## src/rtl/mat_pkg.sv

```systemverilog
// Shared sizes and FSM encoding for the weight-SRAM row reader.
package mat_pkg;

  localparam int DATA_W = 512;
  localparam int ADDR_W = 6;
  localparam int DEPTH  = 64;
  localparam int CNT_W  = 7;

  typedef enum logic [1:0] {
    IDLE,
    ISSUE,
    DRAIN
  } state_t;

endpackage

```

## src/rtl/sram_row_reader_if.sv

```systemverilog
// SRAM read port plus the valid/ready row stream leaving the reader.
interface sram_row_reader_if;
  import mat_pkg::*;

  logic              sram_csb;
  logic              sram_wsb;
  logic [ADDR_W-1:0] sram_raddr;
  logic [DATA_W-1:0] sram_rdata;
  logic              out_valid;
  logic              out_ready;
  logic [DATA_W-1:0] out_data;
  logic              out_last;

  modport master (
    output sram_csb, sram_wsb, sram_raddr, out_valid, out_data, out_last,
    input  sram_rdata, out_ready
  );

  modport slave (
    input  sram_csb, sram_wsb, sram_raddr, out_valid, out_data, out_last,
    output sram_rdata, out_ready
  );

endinterface

```

## src/rtl/skid_fifo2.sv

```systemverilog
// Two-entry registered FIFO carrying {last, data}; the head drives the output stream directly.
module skid_fifo2
  import mat_pkg::*;
#(
  parameter int W = DATA_W
) (
  input  logic         clk,
  input  logic         rst,
  input  logic         push,
  input  logic         push_last,
  input  logic [W-1:0] push_data,
  input  logic         pop,
  output logic         head_valid,
  output logic         head_last,
  output logic [W-1:0] head_data,
  output logic [1:0]   count
);

  logic [W-1:0] data0, data1;
  logic         last0, last1;
  logic [1:0]   count_q;
  logic         pop_ok;

  assign pop_ok = pop & (count_q != 2'd0);

  always_ff @(posedge clk) begin
    if (rst) begin
      data0   <= '0;
      data1   <= '0;
      last0   <= 1'b0;
      last1   <= 1'b0;
      count_q <= 2'd0;
    end else begin
      case ({push, pop_ok})
        2'b10: begin
          if (count_q == 2'd0) begin
            data0 <= push_data;
            last0 <= push_last;
          end else begin
            data1 <= push_data;
            last1 <= push_last;
          end
          if (count_q != 2'd2) count_q <= count_q + 2'd1;
        end
        2'b01: begin
          data0   <= data1;
          last0   <= last1;
          count_q <= count_q - 2'd1;
        end
        // Push and pop together: occupancy holds, the new row slots in behind any survivor.
        2'b11: begin
          if (count_q == 2'd1) begin
            data0 <= push_data;
            last0 <= push_last;
          end else begin
            data0 <= data1;
            last0 <= last1;
            data1 <= push_data;
            last1 <= push_last;
          end
        end
        default: ;
      endcase
    end
  end

  assign head_valid = (count_q != 2'd0);
  assign head_last  = last0 & head_valid;
  assign head_data  = data0;
  assign count      = count_q;

endmodule

```

## src/rtl/sram_row_reader.sv

```systemverilog
// Fetches row_count consecutive SRAM rows from base_addr and streams them out over valid/ready.
module sram_row_reader
  import mat_pkg::*;
(
  input  logic              clk,
  input  logic              rst,
  input  logic              start,
  input  logic [ADDR_W-1:0] base_addr,
  input  logic [CNT_W-1:0]  row_count,
  output logic              busy,
  output logic              done,
  sram_row_reader_if.master bus
);

  localparam logic [ADDR_W-1:0] LAST_ADDR = ADDR_W'(DEPTH - 1);

  state_t            state_q, state_d;
  logic [ADDR_W-1:0] addr_q, addr_d;
  logic [CNT_W-1:0]  left_q, left_d;
  logic              inflight_q, inflight_last_q;
  logic              done_q, done_d;
  logic              issue, issue_last;
  logic              pop, credit_ok;
  logic [1:0]        fifo_count;

  assign pop = bus.out_valid & bus.out_ready;

  // A read may only go out if the row it returns is guaranteed a FIFO slot.
  assign credit_ok = ({1'b0, fifo_count} + {2'b00, inflight_q}) < (3'd2 + {2'b00, pop});

  always_comb begin
    state_d    = state_q;
    addr_d     = addr_q;
    left_d     = left_q;
    done_d     = 1'b0;
    issue      = 1'b0;
    issue_last = 1'b0;
    case (state_q)
      IDLE: begin
        if (start) begin
          if (row_count == '0) begin
            done_d = 1'b1;
          end else begin
            state_d = ISSUE;
            addr_d  = base_addr;
            left_d  = row_count;
          end
        end
      end
      ISSUE: begin
        if (credit_ok) begin
          issue  = 1'b1;
          addr_d = (addr_q == LAST_ADDR) ? '0 : addr_q + 1'b1;
          left_d = left_q - 1'b1;
          if (left_q == CNT_W'(1)) begin
            issue_last = 1'b1;
            state_d    = DRAIN;
          end
        end
      end
      DRAIN: begin
        if (pop && bus.out_last) begin
          state_d = IDLE;
          done_d  = 1'b1;
        end
      end
      default: state_d = IDLE;
    endcase
  end

  always_ff @(posedge clk) begin
    if (rst) begin
      state_q         <= IDLE;
      addr_q          <= '0;
      left_q          <= '0;
      inflight_q      <= 1'b0;
      inflight_last_q <= 1'b0;
      done_q          <= 1'b0;
    end else begin
      state_q         <= state_d;
      addr_q          <= addr_d;
      left_q          <= left_d;
      inflight_q      <= issue;
      inflight_last_q <= issue_last;
      done_q          <= done_d;
    end
  end

  // The SRAM returns data one cycle after the issue, so the in-flight flag doubles as the push strobe.
  skid_fifo2 #(.W(DATA_W)) u_fifo (
    .clk        (clk),
    .rst        (rst),
    .push       (inflight_q),
    .push_last  (inflight_last_q),
    .push_data  (bus.sram_rdata),
    .pop        (pop),
    .head_valid (bus.out_valid),
    .head_last  (bus.out_last),
    .head_data  (bus.out_data),
    .count      (fifo_count)
  );

  assign bus.sram_csb   = ~issue;
  assign bus.sram_wsb   = 1'b1;
  assign bus.sram_raddr = addr_q;
  assign busy           = (state_q != IDLE);
  assign done           = done_q;

endmodule

```

## src/flat_wrapper.sv

```systemverilog
// flat-port wrapper written by rule: the top's interface ports become plain ports
module sram_row_reader_flat import mat_pkg::*;
  (clk, rst, start, base_addr, row_count, busy, done, bus_sram_csb, bus_sram_wsb, bus_sram_raddr, bus_out_valid, bus_out_data, bus_out_last, bus_sram_rdata, bus_out_ready);
  sram_row_reader_if bus_i ();
  input  logic clk;
  input  logic rst;
  input  logic start;
  input  logic [ADDR_W-1:0] base_addr;
  input  logic [CNT_W-1:0] row_count;
  output logic busy;
  output logic done;
  output wire logic [$bits(bus_i.sram_csb)-1:0] bus_sram_csb;
  output wire logic [$bits(bus_i.sram_wsb)-1:0] bus_sram_wsb;
  output wire logic [$bits(bus_i.sram_raddr)-1:0] bus_sram_raddr;
  output wire logic [$bits(bus_i.out_valid)-1:0] bus_out_valid;
  output wire logic [$bits(bus_i.out_data)-1:0] bus_out_data;
  output wire logic [$bits(bus_i.out_last)-1:0] bus_out_last;
  input wire logic [$bits(bus_i.sram_rdata)-1:0] bus_sram_rdata;
  input wire logic [$bits(bus_i.out_ready)-1:0] bus_out_ready;
  assign bus_sram_csb = bus_i.sram_csb;
  assign bus_sram_wsb = bus_i.sram_wsb;
  assign bus_sram_raddr = bus_i.sram_raddr;
  assign bus_out_valid = bus_i.out_valid;
  assign bus_out_data = bus_i.out_data;
  assign bus_out_last = bus_i.out_last;
  assign bus_i.sram_rdata = bus_sram_rdata;
  assign bus_i.out_ready = bus_out_ready;
  sram_row_reader u_core (.clk(clk), .rst(rst), .start(start), .base_addr(base_addr), .row_count(row_count), .busy(busy), .done(done), .bus(bus_i));
endmodule
```

## config.mk

```make
export PLATFORM = sky130hd
export DESIGN_NAME = sram_row_reader_flat
export DESIGN_NICKNAME = d
export VERILOG_FILES = /design/src/rtl/mat_pkg.sv /design/src/rtl/sram_row_reader_if.sv /design/src/rtl/skid_fifo2.sv /design/src/rtl/sram_row_reader.sv /design/src/flat_wrapper.sv
export SDC_FILE = /design/constraint.sdc
export NUM_CORES = 2
export LEC_CHECK = 0
export CORE_AREA = 4 4 411 413
export CTS_CLUSTER_DIAMETER = 50
export DETAILED_ROUTE_END_ITERATION = 16
export DIE_AREA = 0 0 415 417
export SKIP_LAST_GASP = 1
export SLEW_MARGIN = 15
export SYNTH_ARGS = -nofsm -noshare
export SYNTH_HDL_FRONTEND = slang
export SYNTH_HIERARCHICAL = 1
export SYNTH_SLANG_ARGS = --single-unit
```

## constraint.sdc

```tcl
create_clock -name clk -period 3.6 [get_ports clk]
set_input_delay 0.36 -clock clk [delete_from_list [all_inputs] [get_ports clk]]
set_output_delay 0.36 -clock clk [all_outputs]
set_load 0.05 [all_outputs]
```

==> impl_metrics.toml <==
[timing]
fin_worst_skew_ns = 0.0227
rsz0062_at_grt = "false"
timing.slew.headroom_pct = 40.7
tightest_slew_ns = 0.887
finalHoldViolCount = 0
slew_viol_final = 0
finalSetupViolCount = 0
hold_ws_ns = 0.144
fin_crit_ns = 3.30
max_freq_ghz = 0.303
setup_tns_ns = 0
fin_crit_sh_pct = 91.6

[grt]
grt_pass1_wl_um = 248000
grt.overflow.total = 0
grt_max_degree = 130
antenna_found_initial = 43
grt_usage_pct = 18.4
grt_pass1_vias = 38100

[place]
gp_congestion = 0.881
dpl.hpwl_um = 119000
io_buffers = 1051
dp_cells = 8147

[cells_and_area]
utilization_pct = 36.7
num-nets-final = 6632
final_common_cell = "nand2_1"
drive_gt1_share_pct = 12.2
final_cell_mix = "nand2_1 (2068), clkdlybuf4s50_1 (1049), dfxtp_1 (1045)"
stdcell_count = 8423
area_growth_pct = 38.4

[cts]
clkSlewWorstSetupHoldPaths_ns = 0.06
cts-root-buf = "clkbuf_16"
hold_buffers = 0
cts.sinks = 1046
cts_tree = "built"
htreeDepth = 4
numCtsBuffers = 134
clk_path_buf_depth = 3
clock_latency_ns = 0.75

[setup_path]
endpoint_kind = "output pin"
crit_arrival_ns = 2.94
required_ns = 3.24
path_class = "reg2out"
cp_max_fo = 7
cp-start-kind = "flop"

[route]
drt_iter0_drc = 3402
totalWireLength_um = 169000
postRouteAntennaNets = 0
vias_per_cell = 4.80
firstDrtPassIters = 5
drc = 0
vias = 40400
avgRoutedWirePerCell_um = 20.0

[die]
pin_count = 1053
start_util_pct = 26.5
core_um2 = 165000
dieArea_um2 = 173000
fp-row-count = 149
die_y_um = 417
die_w_um = 415

[pwr]
pwr-share-comb_pct = 24.3
p_leak_nw = 20.2
p_total_w = 0.0350
power_frac_clock_pct = 38.2
switching_share_pct = 33.3
vdd_drop_max_mv = 0.480
p_int_w = 0.0233
power_switching_w = 0.0116
power_density_nw_per_um2 = 579
pwr-share-seq_pct = 37.5

[min_path]
min_path_type = "in2reg"

[yosys]
ys_warn_count = 6
syn_avg_cell_area_um2 = 8.33
synth_cells = 5246
synth_edf_count = 0
synth_seq_area_share_pct = 47.9
synth.distinct_cells = 57
yosys_most_used_dff = "dfxtp_1"
async_flop_share_pct = 0
ys_ff_latch = 1046
synth_nets = 5784
netlist_area_um2 = 43700

[status]
status = "completed"

[run]
maxCapViolations = 0
[routing by layer]
| layer | up-vias | wire length, µm | part of all wire, % | track usage, % |
|---|---|---|---|---|
| met1 | 19400 | 69900 | 41 | 22.7 |
| li1 | 19400 | - | - | - |
| met2 | 1257 | 82000 | 49 | 30.4 |
| met4 | 10 | 6230 | 3.7 | 8.03 |
| met5 | - | 61 | 0.036 | 0 |
| met3 | 291 | 10400 | 6.2 | 4.40 |
[per-stage QoR]
step	cell area (µm²)	worst slack, ns
3_3_place_gp	55900	0.765
3_5_place_dp	55900	0.644
4_1_cts	60400	0.210
6_report	60500	0.304
2_1_floorplan	43700	1.15
5_1_grt	60400	0.0468
[sequential cells by signal, summed over array words and instances (netlist names)]
signal / flops
u_core/done: 1
u_core/left_q: 7
u_core/u_fifo/data1: 512
u_core/inflight_q: 1
u_core/u_fifo/last0: 1
u_core/bus.sram_raddr: 6
u_core/u_fifo/head_data: 512
u_core/state_q: 2
u_core/inflight_last_q: 1
u_core/u_fifo/count: 2
u_core/u_fifo/last1: 1
[power groups by stage]
| stage | Sequential (W) | Clock, W | Combinational (W) |
|---|---|---|---|
| floorplan | 0.0156 | 0 | 0.00296 |
| finish | 0.0131 | 0.0134 | 0.00850 |
| global placement | 0.0133 | 0 | 0.00843 |
| detailed placement | 0.0133 | 0 | 0.00851 |
| CTS | 0.0131 | 0.0137 | 0.00853 |
| global route | 0.0132 | 0.0142 | 0.00893 |
[logic make-up (layout without fill, tap and decap cells)]
| family | Yosys count | in the layout | synth area share (%) |
|---|---|---|---|
| AND/OR/NAND/NOR | 2629 | 2629 | 22.8 |
| buffers and inverters | 477 | 1427 | 6.09 |
| AO/OA/AOI/OAI | 1080 | 1080 | 22.8 |
| adder cells (fa/ha/maj) | 9 | 9 | 0.258 |
| multiplexers | 2 | 2 | 0.0458 |
| other | 1 | 39 | 0.00858 |
| flip-flops | 1046 | 1046 | 47.9 |
| XOR/XNOR | 2 | 2 | 0.0401 |
[final timing paths]
| path | from | end | slack (ns) | cells after the start |
|---|---|---|---|---|
| max | u_core/u_fifo/count[0] | bus_sram_csb | 0.30 | 7 |
| min | rst | u_core/u_fifo/data1[442] | 0.14 | 2 |
| max reg2reg | u_core/u_fifo/count[0] | u_core/u_fifo/head_data[340] | 0.63 | 10 |
| min reg2reg | u_core/u_fifo/data1[103] | u_core/u_fifo/data1[103] | 0.45 | 2 |
[what timing repair did]
action | 4_1_cts | 5_1_grt
buffers inserted | 0 | 0
resized for setup | 2 | 0
setup endpoints to repair | 1 | 0
[synth_stat cells (all sizes together), types with 2 or more instances]
master	instances	area share [%]
a211oi	4	0.080
a21o	2	0.052
a21oi	532	6.1
a22oi	2	0.034
a2bb2oi	2	0.040
a311oi	516	16
and3	3	0.043
buf	334	4.8
clkbuf	132	1.2
dfxtp	1046	48
ha	9	0.26
inv	10	0.086
mux2i	2	0.046
nand2	2068	18
nand2b	3	0.060
nand3	10	0.11
nor2	519	4.5
nor2b	3	0.043
nor3	9	0.10
nor3b	2	0.034
nor4	3	0.043
o21a	2	0.034
o21ai	4	0.054
o32ai	6	0.12
or3	2	0.040
or4	2	0.037
xnor2	2	0.040
[critical path, cell delays in order (launching register included)]
cell and delay [ns]:
dfxtp_1 0.39, inv_1 0.11, ha_1 0.24, inv_1 0.22, nand3b_1 0.16, a211oi_2 0.51
inv_1 0.12, dlygate4sd2_1 0.45
[cell type report]
cell class	instances	area, µm²
clock inverters	47	536
diodes	38	95.1
well taps	2189	2740
repair buffers	1178	12100
flip-flops and latches	1046	20900
multi-input cells	3723	20100
fillers	16800	104000
clock buffers	191	3920
inverters	11	41.3
(Power assumes the default switching activity.)
